[src/rtl/cnn_pkg.sv]
// Shared types and defaults for the CNN frame sequencer.
package cnn_pkg;

  localparam int DATA_WIDTH  = 8;
  localparam int CLASS_WIDTH = 4;
  localparam int IMG_WIDTH   = 28;
  localparam int IMG_HEIGHT  = 28;

  typedef enum logic [2:0] {
    S_IDLE,
    S_FEED,
    S_WAIT,
    S_GAP,
    S_DONE
  } seq_state_t;

  function automatic int pixels(input int width, input int height);
    return width * height;
  endfunction

  function automatic int max3(input int a, input int b, input int c);
    int m;
    m = (a > b) ? a : b;
    return (m > c) ? m : c;
  endfunction

endpackage

[src/rtl/cnn_frame_sequencer.sv]
// Streams stored frames into the cnn one pixel per clock and collects one
// classification result (or timeout) per frame.
module cnn_frame_sequencer #(
  parameter int DATA_WIDTH     = cnn_pkg::DATA_WIDTH,
  parameter int IMG_WIDTH      = cnn_pkg::IMG_WIDTH,
  parameter int IMG_HEIGHT     = cnn_pkg::IMG_HEIGHT,
  parameter int NUM_FRAMES     = 10,
  parameter int CLASS_WIDTH    = cnn_pkg::CLASS_WIDTH,
  parameter int TIMEOUT_CYCLES = 200000,
  parameter int GAP_CYCLES     = 30,
  parameter int ADDR_WIDTH     = $clog2(NUM_FRAMES * IMG_WIDTH * IMG_HEIGHT),
  parameter int FRAME_WIDTH    = (NUM_FRAMES > 1) ? $clog2(NUM_FRAMES) : 1
) (
  input  logic                   clk,
  input  logic                   rst_n,
  input  logic                   start,
  input  logic                   loop_mode,
  input  logic                   abort,
  output logic                   mem_rd_en,
  output logic [ADDR_WIDTH-1:0]  mem_addr,
  input  logic [DATA_WIDTH-1:0]  mem_rd_data,
  output logic                   pix_valid,
  output logic [DATA_WIDTH-1:0]  pix_data,
  input  logic                   cnn_valid,
  input  logic [CLASS_WIDTH-1:0] cnn_class,
  output logic                   res_valid,
  output logic [FRAME_WIDTH-1:0] res_frame,
  output logic [CLASS_WIDTH-1:0] res_class,
  output logic                   res_timeout,
  output logic                   res_match,
  output logic [15:0]            pass_count,
  output logic                   busy,
  output logic                   done
);
  import cnn_pkg::*;

  localparam int PIXELS    = pixels(IMG_WIDTH, IMG_HEIGHT);
  localparam int CNT_WIDTH = $clog2(max3(PIXELS, TIMEOUT_CYCLES, GAP_CYCLES) + 1);

  localparam logic [CNT_WIDTH-1:0]   PX_LAST      = CNT_WIDTH'(PIXELS - 1);
  localparam logic [CNT_WIDTH-1:0]   TO_LAST      = CNT_WIDTH'(TIMEOUT_CYCLES - 1);
  localparam logic [CNT_WIDTH-1:0]   GAP_LAST     = CNT_WIDTH'(GAP_CYCLES - 1);
  localparam logic [FRAME_WIDTH-1:0] FRAME_LAST   = FRAME_WIDTH'(NUM_FRAMES - 1);
  localparam logic [ADDR_WIDTH-1:0]  FRAME_STRIDE = ADDR_WIDTH'(PIXELS);

  seq_state_t             state_reg, state_next;
  logic [CNT_WIDTH-1:0]   cnt_reg;
  logic [FRAME_WIDTH-1:0] frame_reg;
  logic [ADDR_WIDTH-1:0]  frame_base_reg;
  logic                   loop_reg;
  logic                   pix_valid_reg;
  logic                   res_valid_reg;
  logic [FRAME_WIDTH-1:0] res_frame_reg;
  logic [CLASS_WIDTH-1:0] res_class_reg;
  logic                   res_timeout_reg;
  logic                   res_match_reg;
  logic [15:0]            pass_count_reg;

  logic feed_last, wait_hit, gap_last, capture, class_match;

  // One counter serves as px, tcnt and gcnt: it clears on every state change.
  assign feed_last   = (state_reg == S_FEED) && (cnt_reg == PX_LAST);
  assign wait_hit    = (state_reg == S_WAIT) && (cnn_valid || (cnt_reg == TO_LAST));
  assign gap_last    = (state_reg == S_GAP)  && (cnt_reg == GAP_LAST);
  assign capture     = wait_hit && !abort;
  assign class_match = cnn_valid && (int'(cnn_class) == int'(frame_reg));

  always_ff @(posedge clk or negedge rst_n) begin
    if (!rst_n) begin
      state_reg <= S_IDLE;
    end else begin
      state_reg <= state_next;
    end
  end

  always_comb begin
    state_next = state_reg;
    unique case (state_reg)
      S_IDLE: if (start) state_next = S_FEED;
      S_FEED: if (feed_last) state_next = S_WAIT;
      S_WAIT: if (wait_hit) state_next = S_GAP;
      S_GAP:  if (gap_last) state_next = ((frame_reg != FRAME_LAST) || loop_reg) ? S_FEED : S_DONE;
      S_DONE: state_next = S_IDLE;
      default: state_next = S_IDLE;
    endcase
    if (abort && (state_reg != S_IDLE)) state_next = S_IDLE;
  end

  always_comb begin
    mem_rd_en = (state_reg == S_FEED) && !abort;
    mem_addr  = mem_rd_en ? (frame_base_reg + ADDR_WIDTH'(cnt_reg)) : '0;
    busy      = (state_reg != S_IDLE);
    done      = (state_reg == S_DONE) && !abort;
  end

  always_ff @(posedge clk or negedge rst_n) begin
    if (!rst_n) begin
      cnt_reg         <= '0;
      frame_reg       <= '0;
      frame_base_reg  <= '0;
      loop_reg        <= 1'b0;
      pix_valid_reg   <= 1'b0;
      res_valid_reg   <= 1'b0;
      res_frame_reg   <= '0;
      res_class_reg   <= '0;
      res_timeout_reg <= 1'b0;
      res_match_reg   <= 1'b0;
      pass_count_reg  <= '0;
    end else begin
      pix_valid_reg <= mem_rd_en;
      res_valid_reg <= capture;
      cnt_reg <= ((state_next != state_reg) || (state_reg == S_IDLE)) ? '0
                                                                      : cnt_reg + CNT_WIDTH'(1);

      if ((state_reg == S_IDLE) && start) begin
        frame_reg      <= '0;
        frame_base_reg <= '0;
        pass_count_reg <= '0;
        loop_reg       <= loop_mode;
      end

      if (gap_last && (state_next == S_FEED)) begin
        if (frame_reg == FRAME_LAST) begin
          frame_reg      <= '0;
          frame_base_reg <= '0;
        end else begin
          frame_reg      <= frame_reg + FRAME_WIDTH'(1);
          frame_base_reg <= frame_base_reg + FRAME_STRIDE;
        end
      end

      // A result wins over the timeout when both land in the same cycle.
      if (capture) begin
        res_frame_reg   <= frame_reg;
        res_class_reg   <= cnn_valid ? cnn_class : '0;
        res_timeout_reg <= !cnn_valid;
        res_match_reg   <= class_match;
        if (class_match && (pass_count_reg != 16'hFFFF)) begin
          pass_count_reg <= pass_count_reg + 16'd1;
        end
      end
    end
  end

  // The frame memory is the pipeline register, so read data lines up with pix_valid.
  assign pix_valid   = pix_valid_reg;
  assign pix_data    = pix_valid_reg ? mem_rd_data : '0;
  assign res_valid   = res_valid_reg;
  assign res_frame   = res_frame_reg;
  assign res_class   = res_class_reg;
  assign res_timeout = res_timeout_reg;
  assign res_match   = res_match_reg;
  assign pass_count  = pass_count_reg;

endmodule

[config.mk]
export PLATFORM = sky130hd
export DESIGN_NAME = cnn_frame_sequencer
export DESIGN_NICKNAME = d
export VERILOG_FILES = /design/src/rtl/cnn_pkg.sv /design/src/rtl/cnn_frame_sequencer.sv
export SDC_FILE = /design/constraint.sdc
export NUM_CORES = 1
export LEC_CHECK = 0
export CORE_MARGIN = 3
export CORE_UTILIZATION = 50
export DETAILED_ROUTE_END_ITERATION = 6
export PLACE_DENSITY = 0.77
export SYNTH_ARGS = -nofsm -noshare
export SYNTH_HDL_FRONTEND = slang
export SYNTH_SLANG_ARGS = --single-unit
[constraint.sdc]
create_clock -name clk -period 3 [get_ports clk]
set_input_delay 0.6 -clock clk [delete_from_list [all_inputs] [get_ports clk]]
set_output_delay 0.6 -clock clk [all_outputs]
set_load 0.02 [all_outputs]
### Yosys cells after proc, flatten, opt, wreduce, memory -nomap -nowiden

Index checks and enable logic that the tools add are counted.

| storage, ports and cells | value |
|---|---|
| output and inout bits | 52 |
| memory bits (writable) | 0 |
| memories kept | 0 |
| word-level logic and storage cells | 69 |
| bits in registers | 67 |
| ROM bits | 0 |
| input port bits | 18 |
| bits in latches | 0 |

| operators by class | value |
|---|---|
| $lt $le $gt $ge | 0 |
| muxes and demuxes | 20 |
| shift-type cells | 0 |
| reduce and logical (&&, ||, !) cells | 19 |
| divide/modulo/power cells | 0 |
| add/sub/neg operators | 5 |
| multiply operators | 0 |
| eq/ne operators | 13 |
| bitwise logic cells | 0 |

Operators with widths:

| cell | count |
|---|---|
| 2-to-1 mux 13 bit | 4 |
| 2-to-1 mux 16 bit | 3 |
| adder 18 x 1 -> 18 bit (second input constant) | 1 |
| == test 18 x 10 -> 1 bit (second input constant) | 1 |
| == test 18 bit (second input constant) | 1 |
| == test 18 x 5 -> 1 bit (second input constant) | 1 |
| 2-to-1 mux 18 bit | 1 |
| 2-to-1 mux 3 bit | 6 |
| adder 16 x 1 -> 16 bit (second input constant) | 1 |
| 2-to-1 mux 4 bit | 4 |
| inequality test 16 bit (second input constant) | 1 |
| adder 13 x 10 -> 13 bit (second input constant) | 1 |
| adder 13 bit | 1 |
| case mux 3 bit (4 select lines) | 1 |
| logical AND 1 bit | 11 |
| 2-to-1 mux 8 bit | 1 |
| == test 3 x 1 -> 1 bit (second input constant) | 2 |
| == test 3 x 2 -> 1 bit (second input constant) | 2 |
| adder 4 x 1 -> 4 bit (second input constant) | 1 |
| == test 4 bit | 1 |
| == test 4 bit (second input constant) | 1 |
| inequality test 4 bit (second input constant) | 1 |
| == test 3 bit (second input constant) | 1 |
| logical NOT 3 bit | 1 |
| 5 further kinds | 8 |

### Logic depth before layout (Yosys ltp)

| depth | value |
|---|---|
| word-level depth | 9 |
| gate-level depth with buffers | 9 |
| depth with buffers taken out | 8 |

### Worst setup path before layout

Ideal clock, no wire load.

| timing | value |
|---|---|
| path kind | flip-flop to output port |
| from | register cnt_reg[5] |
| to | output mem_addr[12] |
| data required time | 2400 ps |
| setup slack | 338 ps |
| path buffers | 0 |
| cell stages (with the launch flop) | 8 |
| arrival | 2062 ps |
| path through | dfrtp_1 ha_1 a21o_1 a22o_1 o41a_1 a31oi_1 xnor2_1 nor2_1 |

| between the ends | value |
|---|---|
| cells in the longest elaborated chain, start to end | 2 |

RTL lines:

| what | line | text |
|---|---|---|
| start, declared | cnn_frame_sequencer.sv:47 | `logic [CNT_WIDTH-1:0] cnt_reg;` |
| start signal, assigned | cnn_frame_sequencer.sv:112 | `cnt_reg <= ((state_next != state_reg) \|\| (state_reg == S_IDLE)) ? '0` |
| adder 13 bit | cnn_frame_sequencer.sv:91 | `mem_addr = mem_rd_en ? (frame_base_reg + ADDR_WIDTH'(cnt_reg)) : '0;` |
| 2-to-1 mux 13 bit | cnn_frame_sequencer.sv:91 |  |
| end, declared | cnn_frame_sequencer.sv:20 | `output logic [ADDR_WIDTH-1:0] mem_addr,` |

No other way between the ends.

### Final worst setup path

Same ends and word-level chain as after synthesis.

==> metrics.md <==
| Metric | Value |
|---|---|
| Netlist cell types | 56 |
| HPWL after detailed placement | 6520 um |
| TritonRoute pass-1 iters | 4 |
| Initial core utilization | 53.0% |
| Ys Warns | 0 |
| R2r setup slk | 0.19 ns |
| First-pass GRT wire length | 15200 um |
| Die height | 91.8 um |
| Top post-synthesis cells by area | dfrtp_1 43%, ha_1 4.8%, nand2_1 4.4%, xor2_1 4.3%, xnor2_1 3.3% |
| Mapped cell area | 0.00368 mm^2 |
| Crit-path cells | ha_1 -> a21o_1 -> a22o_1 -> o41a_1 -> a31oi_1 -> xnor2_1 -> nor2_1 -> buf_4 |
| Row count | 30 |
| Met3 capacity usage during global routing | 5.33% |
| RSZ-0062 raised after global routing | true |
| Crit path largest cell delay | 0.38 ns |
| Outcome | finished, final reports clean |
| Crit. End Element | primary output |
| Initial antenna violation count | 0 |
| Most frequent cell after synthesis | dfrtp_1 |
| Post-synth EDFFs | 0 |
| Total power divided by cell area | 485 mW/mm^2 |
| Fmax | 336 MHz |
| Gr busiest metal | met2 |
| Met1 usage in global routing | 28.5% |
| Yosys reg bits | between 60 and 70 |
| Total congestion overflow | 0 |
| Reg2reg start | cnt_reg[7] |
| DRT Wirelength | 9040 um |
| Fin crit share | 99.2% |
| Largest net degree at the start of global routing | 46 |
| Delay-heaviest family, CP | compound AO/OA/AOI/OAI gates |
| Layout cells sized above 1 | 15.9% |
| Sink Count | 63 |
| Yosys top cell by area | dfrtp_1 |
| CTS Buf Count | 9 |
| Final setup fails | 0 |
| Cell area after layout | 0.00498 mm^2 |
| CTS HTree Levels | 3 |
| Worst Clk Skew | 0.00801 ns |
| Clk slew on worst S/H paths | 0.08 ns |
| Required time of the critical path | 2.40 ns |
| GR Util met2 | ~37% |
| All-Layer GR Usage | ~22% |
| FF-to-FF path depth | 7 |
| Via/cell ratio | 5.44 |
| WL/cell | 15.2 um |
| Synth-to-Final Area Change | 35.4% |
| Rel. slew slack | 33.2% |
| Cell count after synthesis | 390 |
| Critical Path Slowest Stage Cell | dfrtp_1 |
| Leak pwr | 2.35 nW |
| WP data arrival | around 2.4 ns |
| Worst Tran Pin Value | approximately 1 ns |
| Number of global-route vias before repair | 3188 |
| Max Slew Vio Count | 0 |
| Hold crit path type | in2async |
| Hold Slack | 0.426 ns |
| Yosys top cell area share | 42.9% |
| Asr flop ratio synth | 100% |
| Post-synthesis sequential area ratio | a little over two fifths |
| Crit path time final | ~3 ns |
| Post-synth top flop | dfrtp_1 |
| # Max-Cap Violations | 0 |
| Synth cell count leaders | 63 x dfrtp_1, 43 x nand2_1, 29 x nor2_1, 21 x nor3_1, 18 x xor2_1 |
| PortBufs | 69 |
| Syn Nets | roughly 420 |
| Setup CP Type | reg2out |
| Filler cells | around 530 |
| Die width | 91.8 um |
| Clk_lat worst skew | 0.34 ns |
| Max reg flops | 18 |
| DRC | 0 |
| Peak supply drop | 0.250 mV |
| Syn avg cell area | 9.43 um^2 |
| Post-DP Area | 0.00466 mm^2 |
| Die ar. | roughly 0.0084 mm^2 |
| Number of DRC markers in iteration 0 | 200 |
| Final antenna-violating net count | 0 |
| Root buffer cell | clkbuf_8 |
| Core Box Area | 0.00694 mm^2 |
| Nets | 524 |
| I/O pins | 70 |
| Critical path peak fanout | 3 |
| Longest Clk Path Bufs | 2 |
| Vias | around 3200 |
| Number of diodes | 0 |
| Final Wtd Congestion | 0.835 |
| Final hold viol count | 0 |
| Reg2reg end | frame_base_reg[10] |
| CTS tree | done |
| Cts hold-fix bufs | 0 |
| CP startpoint kind | register |
| Worst path bufs/invs | 1 |
-- routing by layer --
layer | share of wire, % | vias up
li1 | - | 1599
met1 | 42 | 1516
met2 | 50 | 91
met3 | 5.5 | 17
met4 | 2.6 | 0
met5 | 0 | -
-- where the power goes --
group / internal (W) / total, W / switching (W)
Clock: 0.000639 / 0.000994 / 0.000355
Combinational: 0.000200 / 0.000495 / 0.000295
Sequential: 0.000880 / 0.000928 / 0.0000476
-- timing repair --
item | CTS | global route
gates resized for setup | 18 | 10
endpoints found under the setup margin | 6 | 12
buffers inserted | 2 | 3
pin swaps | 5 | 5
endpoints found under the hold margin | 0 | 0
-- layout make-up --
| cell class | count | area (um^2) | area share [%] |
|---|---|---|---|
| Clock buffer | 9 | 124 | 2.49 |
| Clock inverter | 7 | 145 | 2.91 |
| Inverter | 16 | 60.1 | 1.21 |
| Multi-Input combinational cell | 298 | 2000 | 40.2 |
| Sequential cell | 63 | 1580 | 31.6 |
| Tap cell | 96 | 120 | 2.41 |
| Timing Repair Buffer | 104 | 956 | 19.2 |
-- logic make-up (layout without fill, tap and decap cells) --
group	count (synthesis)	in the layout	share of synthesized area [%]
AND/OR/NAND/NOR	183	183	27.3
buffers and inverters	29	136	3.40
multiplexers	13	13	3.71
AO/OA/AOI/OAI	56	56	10.3
XOR/XNOR	32	32	7.62
adder cells (fa/ha/maj)	14	14	4.76
flip-flops	63	63	42.9
-- through the flow --
step	total power, W	setup slack (ns)	TNS, ns	instances	util, %
2_1_floorplan	0.00121	0.338	0	390	-
3_3_place_gp	0.00143	0.00111	0	572	67.1
3_5_place_dp	0.00144	-0.0528	-0.0767	572	67.1
4_1_cts	0.00243	0.00291	0	590	71.1
5_1_grt	0.00253	-0.115	-0.170	593	71.7
6_report	0.00242	0.0254	0	593	71.7
-- layout by cell type, fill, tap and decap left out, types with 3 or more instances in the layout --
cell type and n:
dfrtp_1 63, clkdlybuf4s50_1 57, nand2_1 43, buf_4 36, nor2_1 29, nor3_1 21
xor2_1 18, nand3_1 17, and2_1 17, inv_1 15, o21ai_1 14, xnor2_1 13
ha_1 13, o21ai_0 11, and3_1 10, nand4_1 9, clkbuf_8 9, mux2i_1 8
nor4_1 6, and4_1 5, mux2_2 5, dlymetal6s2s_1 5, nand2b_1 4, a21oi_1 4
nor3b_1 4, bufinv_16 4, o31ai_1 3, a31oi_1 3
-- how the worst max path moves through the flow --
stage	cells past startpoint	endpoint	startpoint	slack (ns)
6_report	8	mem_addr[12]	cnt_reg[5]	0.03
5_1_grt	8	mem_addr[12]	cnt_reg[5]	-0.12
4_1_cts	8	mem_addr[11]	frame_base_reg[5]	0.003
3_5_place_dp	8	mem_addr[12]	cnt_reg[7]	-0.05
3_3_place_gp	8	mem_addr[12]	cnt_reg[5]	0.001
2_1_floorplan	7	mem_addr[12]	cnt_reg[5]	0.34
Note: power is estimated with default switching activity, not from simulation.
